[src/rtl/guess_session_pkg.sv]
// guess_session_pkg: shared types for the guess session controller
package guess_session_pkg;
  localparam int SEQ_LEN_DEF = 8;
  typedef enum logic [2:0] {IDLE, ARMED, SHIFT, EVAL, UNLOCKED, LOCKOUT} state_e;
  typedef enum logic {GRANT_SW, GRANT_PS} grant_e;
endpackage

[src/rtl/guess_session_if.sv]
// guess_session_if: guess shift handshake between session controller and detector
interface guess_session_if;
  logic       secret_ready;
  logic [3:0] match_count;
  logic       guess_valid;
  logic       guess_bit;
  logic       clear_guess;
  modport master (input secret_ready, match_count, output guess_valid, guess_bit, clear_guess);
  modport slave (output secret_ready, match_count, input guess_valid, guess_bit, clear_guess);
endinterface

[src/rtl/guess_session_ctrl_req_capture.sv]
// req_capture: rising-edge capture of one requester's guess bit with sticky overrun
module req_capture (
  input  logic clk,
  input  logic reset_n,
  input  logic req,
  input  logic bit_in,
  input  logic accept,
  input  logic take,
  input  logic flush,
  output logic pending,
  output logic cap_bit,
  output logic overrun
);
  logic req_q, pending_q, pending_d, bit_q, bit_d, ovr_q, ovr_d, rise;
  always_comb begin
    rise = req & ~req_q;
    pending_d = pending_q & ~take & ~flush;
    bit_d = bit_q;
    ovr_d = ovr_q;
    if (rise && accept && !pending_q && !flush) begin
      pending_d = 1'b1;
      bit_d = bit_in;
    end else if (rise) begin
      ovr_d = 1'b1;
    end
  end
  always_ff @(posedge clk or negedge reset_n) begin
    if (!reset_n) begin
      req_q <= 1'b0;
      pending_q <= 1'b0;
      bit_q <= 1'b0;
      ovr_q <= 1'b0;
    end else begin
      req_q <= req;
      pending_q <= pending_d;
      bit_q <= bit_d;
      ovr_q <= ovr_d;
    end
  end
  assign pending = pending_q;
  assign cap_bit = bit_q;
  assign overrun = ovr_q;
endmodule

[src/rtl/guess_session_ctrl.sv]
// guess_session_ctrl: arbitrates PS/switch guess bits into the detector and runs attempt/lockout session
module guess_session_ctrl
  import guess_session_pkg::*;
#(
  parameter int MAX_FAILS      = 3,
  parameter int FLASH_CYCLES   = 125000000,
  parameter int LOCKOUT_CYCLES = 625000000,
  parameter int SEQ_LEN        = SEQ_LEN_DEF
) (
  input  logic                   clk,
  input  logic                   reset_n,
  guess_session_if.master        det,
  input  logic                   ps_req,
  input  logic                   ps_bit,
  input  logic                   sw_req,
  input  logic                   sw_bit,
  input  logic                   relock,
  output logic                   grant_ps,
  output logic                   flash_red,
  output logic                   unlocked,
  output logic                   locked_out,
  output logic [3:0]             fail_count,
  output logic [3:0]             bit_count,
  output logic                   overrun
);
  localparam int FW = $clog2(FLASH_CYCLES) + 1;
  localparam int LW = $clog2(LOCKOUT_CYCLES) + 1;
  state_e state_q, state_d;
  grant_e last_q, last_d;
  logic [3:0] fail_q, fail_d, bits_q, bits_d, prev_q, prev_d;
  logic [FW-1:0] flash_q, flash_d;
  logic [LW-1:0] lock_q, lock_d;
  logic clear_q, clear_d;
  logic ps_pend, sw_pend, ps_cap, sw_cap, ps_ovr, sw_ovr;
  logic take_ps, take_sw, accept, flush;
  req_capture u_ps (.clk(clk), .reset_n(reset_n), .req(ps_req), .bit_in(ps_bit), .accept(accept),
                    .take(take_ps), .flush(flush), .pending(ps_pend), .cap_bit(ps_cap), .overrun(ps_ovr));
  req_capture u_sw (.clk(clk), .reset_n(reset_n), .req(sw_req), .bit_in(sw_bit), .accept(accept),
                    .take(take_sw), .flush(flush), .pending(sw_pend), .cap_bit(sw_cap), .overrun(sw_ovr));
  always_comb begin
    state_d = state_q;
    last_d = last_q;
    fail_d = fail_q;
    bits_d = bits_q;
    prev_d = prev_q;
    flash_d = (flash_q != '0) ? flash_q - FW'(1) : '0;
    lock_d = lock_q;
    clear_d = 1'b0;
    take_ps = 1'b0;
    take_sw = 1'b0;
    flush = 1'b0;
    accept = det.secret_ready & (state_q inside {ARMED, SHIFT, EVAL});
    case (state_q)
      IDLE: state_d = det.secret_ready ? ARMED : IDLE;
      ARMED: if (ps_pend || sw_pend) begin
        // round robin on a tie: the requester that did not win last time goes first
        take_ps = ps_pend & (~sw_pend | (last_q == GRANT_SW));
        take_sw = sw_pend & ~take_ps;
        last_d = take_ps ? GRANT_PS : GRANT_SW;
        state_d = SHIFT;
      end
      SHIFT: state_d = EVAL;
      EVAL: if (det.match_count == 4'(SEQ_LEN)) begin
        state_d = UNLOCKED;
        flash_d = '0;
      end else begin
        flash_d = (det.match_count <= prev_q) ? FW'(FLASH_CYCLES) : flash_d;
        prev_d = det.match_count;
        bits_d = bits_q + 4'd1;
        state_d = ARMED;
        if (bits_q == 4'(SEQ_LEN - 1)) begin
          fail_d = (fail_q == 4'hf) ? fail_q : fail_q + 4'd1;
          clear_d = 1'b1;
          bits_d = '0;
          prev_d = '0;
          if (fail_d == 4'(MAX_FAILS)) begin
            state_d = LOCKOUT;
            lock_d = LW'(LOCKOUT_CYCLES);
          end
        end
      end
      UNLOCKED: if (relock) begin
        state_d = ARMED;
        clear_d = 1'b1;
        fail_d = '0;
        bits_d = '0;
        prev_d = '0;
      end
      LOCKOUT: begin
        lock_d = lock_q - LW'(1);
        if (lock_q <= LW'(1)) begin
          state_d = ARMED;
          fail_d = '0;
          lock_d = '0;
          flush = 1'b1;
        end
      end
      default: state_d = IDLE;
    endcase
    // losing the secret wipes the session; the detector clears itself
    if (!det.secret_ready) begin
      state_d = IDLE;
      last_d = last_q;
      fail_d = '0;
      bits_d = '0;
      prev_d = '0;
      flash_d = '0;
      lock_d = '0;
      clear_d = 1'b0;
      take_ps = 1'b0;
      take_sw = 1'b0;
      flush = 1'b1;
    end
  end
  always_ff @(posedge clk or negedge reset_n) begin
    if (!reset_n) begin
      state_q <= IDLE;
      last_q <= GRANT_SW;
      fail_q <= '0;
      bits_q <= '0;
      prev_q <= '0;
      flash_q <= '0;
      lock_q <= '0;
      clear_q <= 1'b0;
    end else begin
      state_q <= state_d;
      last_q <= last_d;
      fail_q <= fail_d;
      bits_q <= bits_d;
      prev_q <= prev_d;
      flash_q <= flash_d;
      lock_q <= lock_d;
      clear_q <= clear_d;
    end
  end
  assign det.guess_valid = state_q == SHIFT;
  assign det.guess_bit = (state_q == SHIFT) & ((last_q == GRANT_PS) ? ps_cap : sw_cap);
  assign det.clear_guess = clear_q;
  assign grant_ps = (state_q == SHIFT) & (last_q == GRANT_PS);
  assign flash_red = (flash_q != '0) | (state_q == LOCKOUT);
  assign unlocked = state_q == UNLOCKED;
  assign locked_out = state_q == LOCKOUT;
  assign fail_count = fail_q;
  assign bit_count = bits_q;
  assign overrun = ps_ovr | sw_ovr;
endmodule

[src/flat_wrapper.sv]
// flat-port wrapper written by rule: the top's interface ports become plain ports
module guess_session_ctrl_flat import guess_session_pkg::*;
#(
  parameter int MAX_FAILS      = 3,
  parameter int FLASH_CYCLES   = 125000000,
  parameter int LOCKOUT_CYCLES = 625000000,
  parameter int SEQ_LEN        = SEQ_LEN_DEF
)
  (clk, reset_n, ps_req, ps_bit, sw_req, sw_bit, relock, grant_ps, flash_red, unlocked, locked_out, fail_count, bit_count, overrun, det_secret_ready, det_match_count, det_guess_valid, det_guess_bit, det_clear_guess);
  guess_session_if det_i ();
  input  logic clk;
  input  logic reset_n;
  input  logic ps_req;
  input  logic ps_bit;
  input  logic sw_req;
  input  logic sw_bit;
  input  logic relock;
  output logic grant_ps;
  output logic flash_red;
  output logic unlocked;
  output logic locked_out;
  output logic [3:0] fail_count;
  output logic [3:0] bit_count;
  output logic overrun;
  input wire logic [$bits(det_i.secret_ready)-1:0] det_secret_ready;
  input wire logic [$bits(det_i.match_count)-1:0] det_match_count;
  output wire logic [$bits(det_i.guess_valid)-1:0] det_guess_valid;
  output wire logic [$bits(det_i.guess_bit)-1:0] det_guess_bit;
  output wire logic [$bits(det_i.clear_guess)-1:0] det_clear_guess;
  assign det_i.secret_ready = det_secret_ready;
  assign det_i.match_count = det_match_count;
  assign det_guess_valid = det_i.guess_valid;
  assign det_guess_bit = det_i.guess_bit;
  assign det_clear_guess = det_i.clear_guess;
  guess_session_ctrl #(.MAX_FAILS(MAX_FAILS), .FLASH_CYCLES(FLASH_CYCLES), .LOCKOUT_CYCLES(LOCKOUT_CYCLES), .SEQ_LEN(SEQ_LEN)) u_core (.clk(clk), .reset_n(reset_n), .det(det_i), .ps_req(ps_req), .ps_bit(ps_bit), .sw_req(sw_req), .sw_bit(sw_bit), .relock(relock), .grant_ps(grant_ps), .flash_red(flash_red), .unlocked(unlocked), .locked_out(locked_out), .fail_count(fail_count), .bit_count(bit_count), .overrun(overrun));
endmodule
[config.mk]
export PLATFORM = sky130hd
export DESIGN_NAME = guess_session_ctrl_flat
export DESIGN_NICKNAME = d
export VERILOG_FILES = /design/src/rtl/guess_session_pkg.sv /design/src/rtl/guess_session_if.sv /design/src/rtl/guess_session_ctrl_req_capture.sv /design/src/rtl/guess_session_ctrl.sv /design/src/flat_wrapper.sv
export SDC_FILE = /design/constraint.sdc
export NUM_CORES = 1
export LEC_CHECK = 0
export CORE_ASPECT_RATIO = 0.8
export CORE_MARGIN = 10
export CORE_UTILIZATION = 50
export CTS_CLUSTER_DIAMETER = 40
export DETAILED_ROUTE_END_ITERATION = 10
export PLACE_DENSITY = 0.69
export SLEW_MARGIN = 10
export SYNTH_ARGS = -nofsm -noshare
export SYNTH_HDL_FRONTEND = slang
export SYNTH_SLANG_ARGS = --single-unit
export TNS_END_PERCENT = 10
[constraint.sdc]
create_clock -name clk -period 3.2 [get_ports clk]
set_clock_uncertainty 0.15 [all_clocks]
set_input_delay 0.64 -clock clk [delete_from_list [all_inputs] [get_ports clk]]
set_output_delay 0.64 -clock clk [all_outputs]
set_load 0.05 [all_outputs]
==> metrics.yaml <==
floorplanning:
  rows: 32
  io_pins: 28
  start_util_pct: 51.1
  die_height_um: 109
  coreArea_um2: 9610
  die_area_um2: 14200
  die_w_um: 131
clock_network:
  max-clock-path-buffers: 2
  cts_tree: "yes"
  clk_pin_slew_ps: 60
  h-tree-depth: 3
  cts_setup_buffers: 0
  cts_root_buf: "clkbuf_16"
  cts_sinks: 84
  cts_buffers: 9
  clk_latency_ps: 340
synthesis:
  synth_cells: 532
  yosys.cell_types.count: 65
  synth_top_area_share_pct: 42.8
  synth_top_family_by_area: "simple AND/OR/NAND/NOR gates"
  syn-cell-area_um2: 4910
  synth_xor_xnor_area_share_pct: 4.63
  avgSynthCellArea_um2: 9.24
  synth_seq_cells: 84
  yosysWarnings: 0
  synth_common_cells: "dfrtp_1, nand2_1, o21ai_0"
  syn-num-nets: 554
  synthFlopType: "dfrtp_1"
  synthMuxAreaShare_pct: 1.27
  synth.most_common_cell: "dfrtp_1"
  yosysSeqAreaShare_pct: 42.8
  yosysTopAreaCell: "dfrtp_1"
  synth_compound_area_share_pct: 17.0
  synth_adder_area_share_pct: 2.55
  synth_area_leaders: "dfrtp_1, o21ai_0, nand2_1, nor3_1, nand3_1"
  synthSimpleGateAreaFrac_pct: 27.8
  synthArstFlopShare_pct: 100
  synth_edf_count: 0
timing:
  max_freq_mhz: 328
  tightest_slew_ps: 749
  tns_ps: 0
  period_share_pct: 95.2
  final_max_slew_viol_count: 0
  fin_crit_ps: 3050
  rsz0062_at_grt: "false"
  setup_violations: 0
  max_slew_margin_pct: 50.1
  hold_viol_final: 0
cells_and_area:
  synthToLayoutAreaGrowth_pct: 16.0
  antennaDiodeCount: 0
  fin_nets: 587
  finalInstanceArea_um2: 5700
  drive_gt1_share_pct: 10.0
power_and_ir_drop:
  cellPowerDensity_nw_per_um2: 699
  p_total_mw: 3.98
  max-vdd-ir-drop_mv: 0.362
  power.leakage_nw: 2.64
critical_path:
  worstSetupStartpointType: "register"
  path_delay_family: "buffers and inverters"
  crit_path_end_kind: "output pin"
  crit_type: "reg -> out"
  cp_max_fo: 12
  startpoint: "u_core.state_q[2]"
  cp_slowest_cell: "clkdlybuf4s50_1"
  cp_slowest_stage_delay_ps: 900
  arrival_ps: 2260
  worstReg2RegStart: "u_core.lock_q[1]"
  cp_data_required_time_ps: 2410
  rrSetupSlack_ps: 390
  path_buf_inv: 1
  crit_chain: "nor3b_1 -> clkdlybuf4s50_1"
global_route:
  grtUsageTotal_pct: 18.6
  first_global_vias: 4235
  gr-total-overflow: 0
  grt_max_degree: 57
  grt_pass1_wl_um: 21400
  antenna_found_initial: 0
routing:
  routed_wl_um: 12900
  drc_errors: 0
  dr.first_iter.drc_count: 403
  drt.antenna.violating_nets: 0
  wire_per_inst_um: 18.8
  dr.pass1.iters: 5
  via_per_inst: 6.48
  num_vias: 4465
placed_design:
  gp_congestion: 0.884
  place.port_buffers: 27
  place_hpwl_um: 9190
  dpl_cell_area_um2: 5380
min_path:
  hold_class: "in -> async"
flow_run:
  maxCapViolCount: 0
run_status:
  status: "complete, no violations"
worst reg2reg max path: stages, from the launching register on:
cell and delay [ps]:
dfrtp_1 410, inv_1 90, ha_1 130, or3b_2 470
a2111oi_4 430, nand3_2 360, nand2_1 460, o311ai_1 170
cells by family after synthesis:
logic type               after synthesis
AND/OR/NAND/NOR                      237
AO/OA/AOI/OAI                        123
flip-flops                            84
buffers and inverters                 46
XOR/XNOR                              26
adder cells (fa/ha/maj)               10
multiplexers                           6
metal layers:
metal,vias to the layer above,GRT usage (%),part of all wire (%)
li1,2080,-,-
met1,2236,27.8,51
met2,138,26.0,42
met3,11,4.32,5.9
met4,0,5.63,0.97
met5,-,0,0
sequential cells by signal, indices dropped and copies added (netlist names):
signal                  count
u_core.u_sw.overrun         1
u_core.fail_count           4
u_core.u_ps.overrun         1
u_core.det.clear_guess      1
u_core.u_ps.req_q           1
u_core.bit_count            4
u_core.u_ps.cap_bit         1
u_core.flash_q             28
u_core.u_ps.pending         1
u_core.u_sw.req_q           1
u_core.u_sw.pending         1
u_core.prev_q               4
u_core.lock_q              31
u_core.last_q               1
u_core.state_q              3
u_core.u_sw.cap_bit         1
metrics by stage:
| step | worst slack [ps] | hold slack [ps] | utilization [%] | instances |
|---|---|---|---|---|
| 6_report | 153 | 223 | 59.3 | 689 |
| 5_1_grt | 79.3 | 282 | 59.3 | 689 |
| 4_1_cts | 85.3 | 246 | 59.3 | 689 |
| 3_5_place_dp | 77.2 | 306 | 56.0 | 673 |
| 3_3_place_gp | 138 | 302 | 56.0 | 673 |
| 2_1_floorplan | 116 | 194 | - | 532 |
timing repair:
item,CTS,global route
gates resized for setup,0,1
endpoints found under the setup margin,0,1
hold buffers,0,0
power by group:
| part | leakage [nW] | internal, mW | switching [mW] |
|---|---|---|---|
| Clock | 0.155 | 0.681 | 0.433 |
| Sequential | 1.13 | 1.25 | 0.215 |
| Combinational | 1.35 | 0.582 | 0.827 |
| Total | 2.64 | 2.51 | 1.47 |
placed cells by master, fill, tap and decap left out, types with 17 or more instances in the layout:
cell / n
dfrtp_1: 84
nand2_1: 44
o21ai_0: 35
nor3_1: 33
nand3_1: 32
nor2_1: 27
clkdlybuf4s50_1: 24
inv_1: 22
or4_1: 18
buf_4: 17
path summary, 6_finish.rpt:
path,endpoint,cells past startpoint
setup reg to reg,u_core.lock_q[8],7
min in group clk,u_core.u_ps.overrun,1
hold / removal,u_core.flash_q[4],1
max in group asynchronous,u_core.lock_q[5],2
hold reg to reg,u_core.u_ps.overrun,1
setup / recovery,unlocked,2
area by class of cell:
type | instances | area, um2
repair buffers | 44 | 420
clock inverters | 7 | 91.3
well taps | 119 | 149
clock buffers | 9 | 225
inverters | 24 | 90.1
multi-input cells | 402 | 2620
flip-flops and latches | 84 | 2100
fillers | 844 | 3910
No activity file was read; power rests on OpenSTA's default activity.
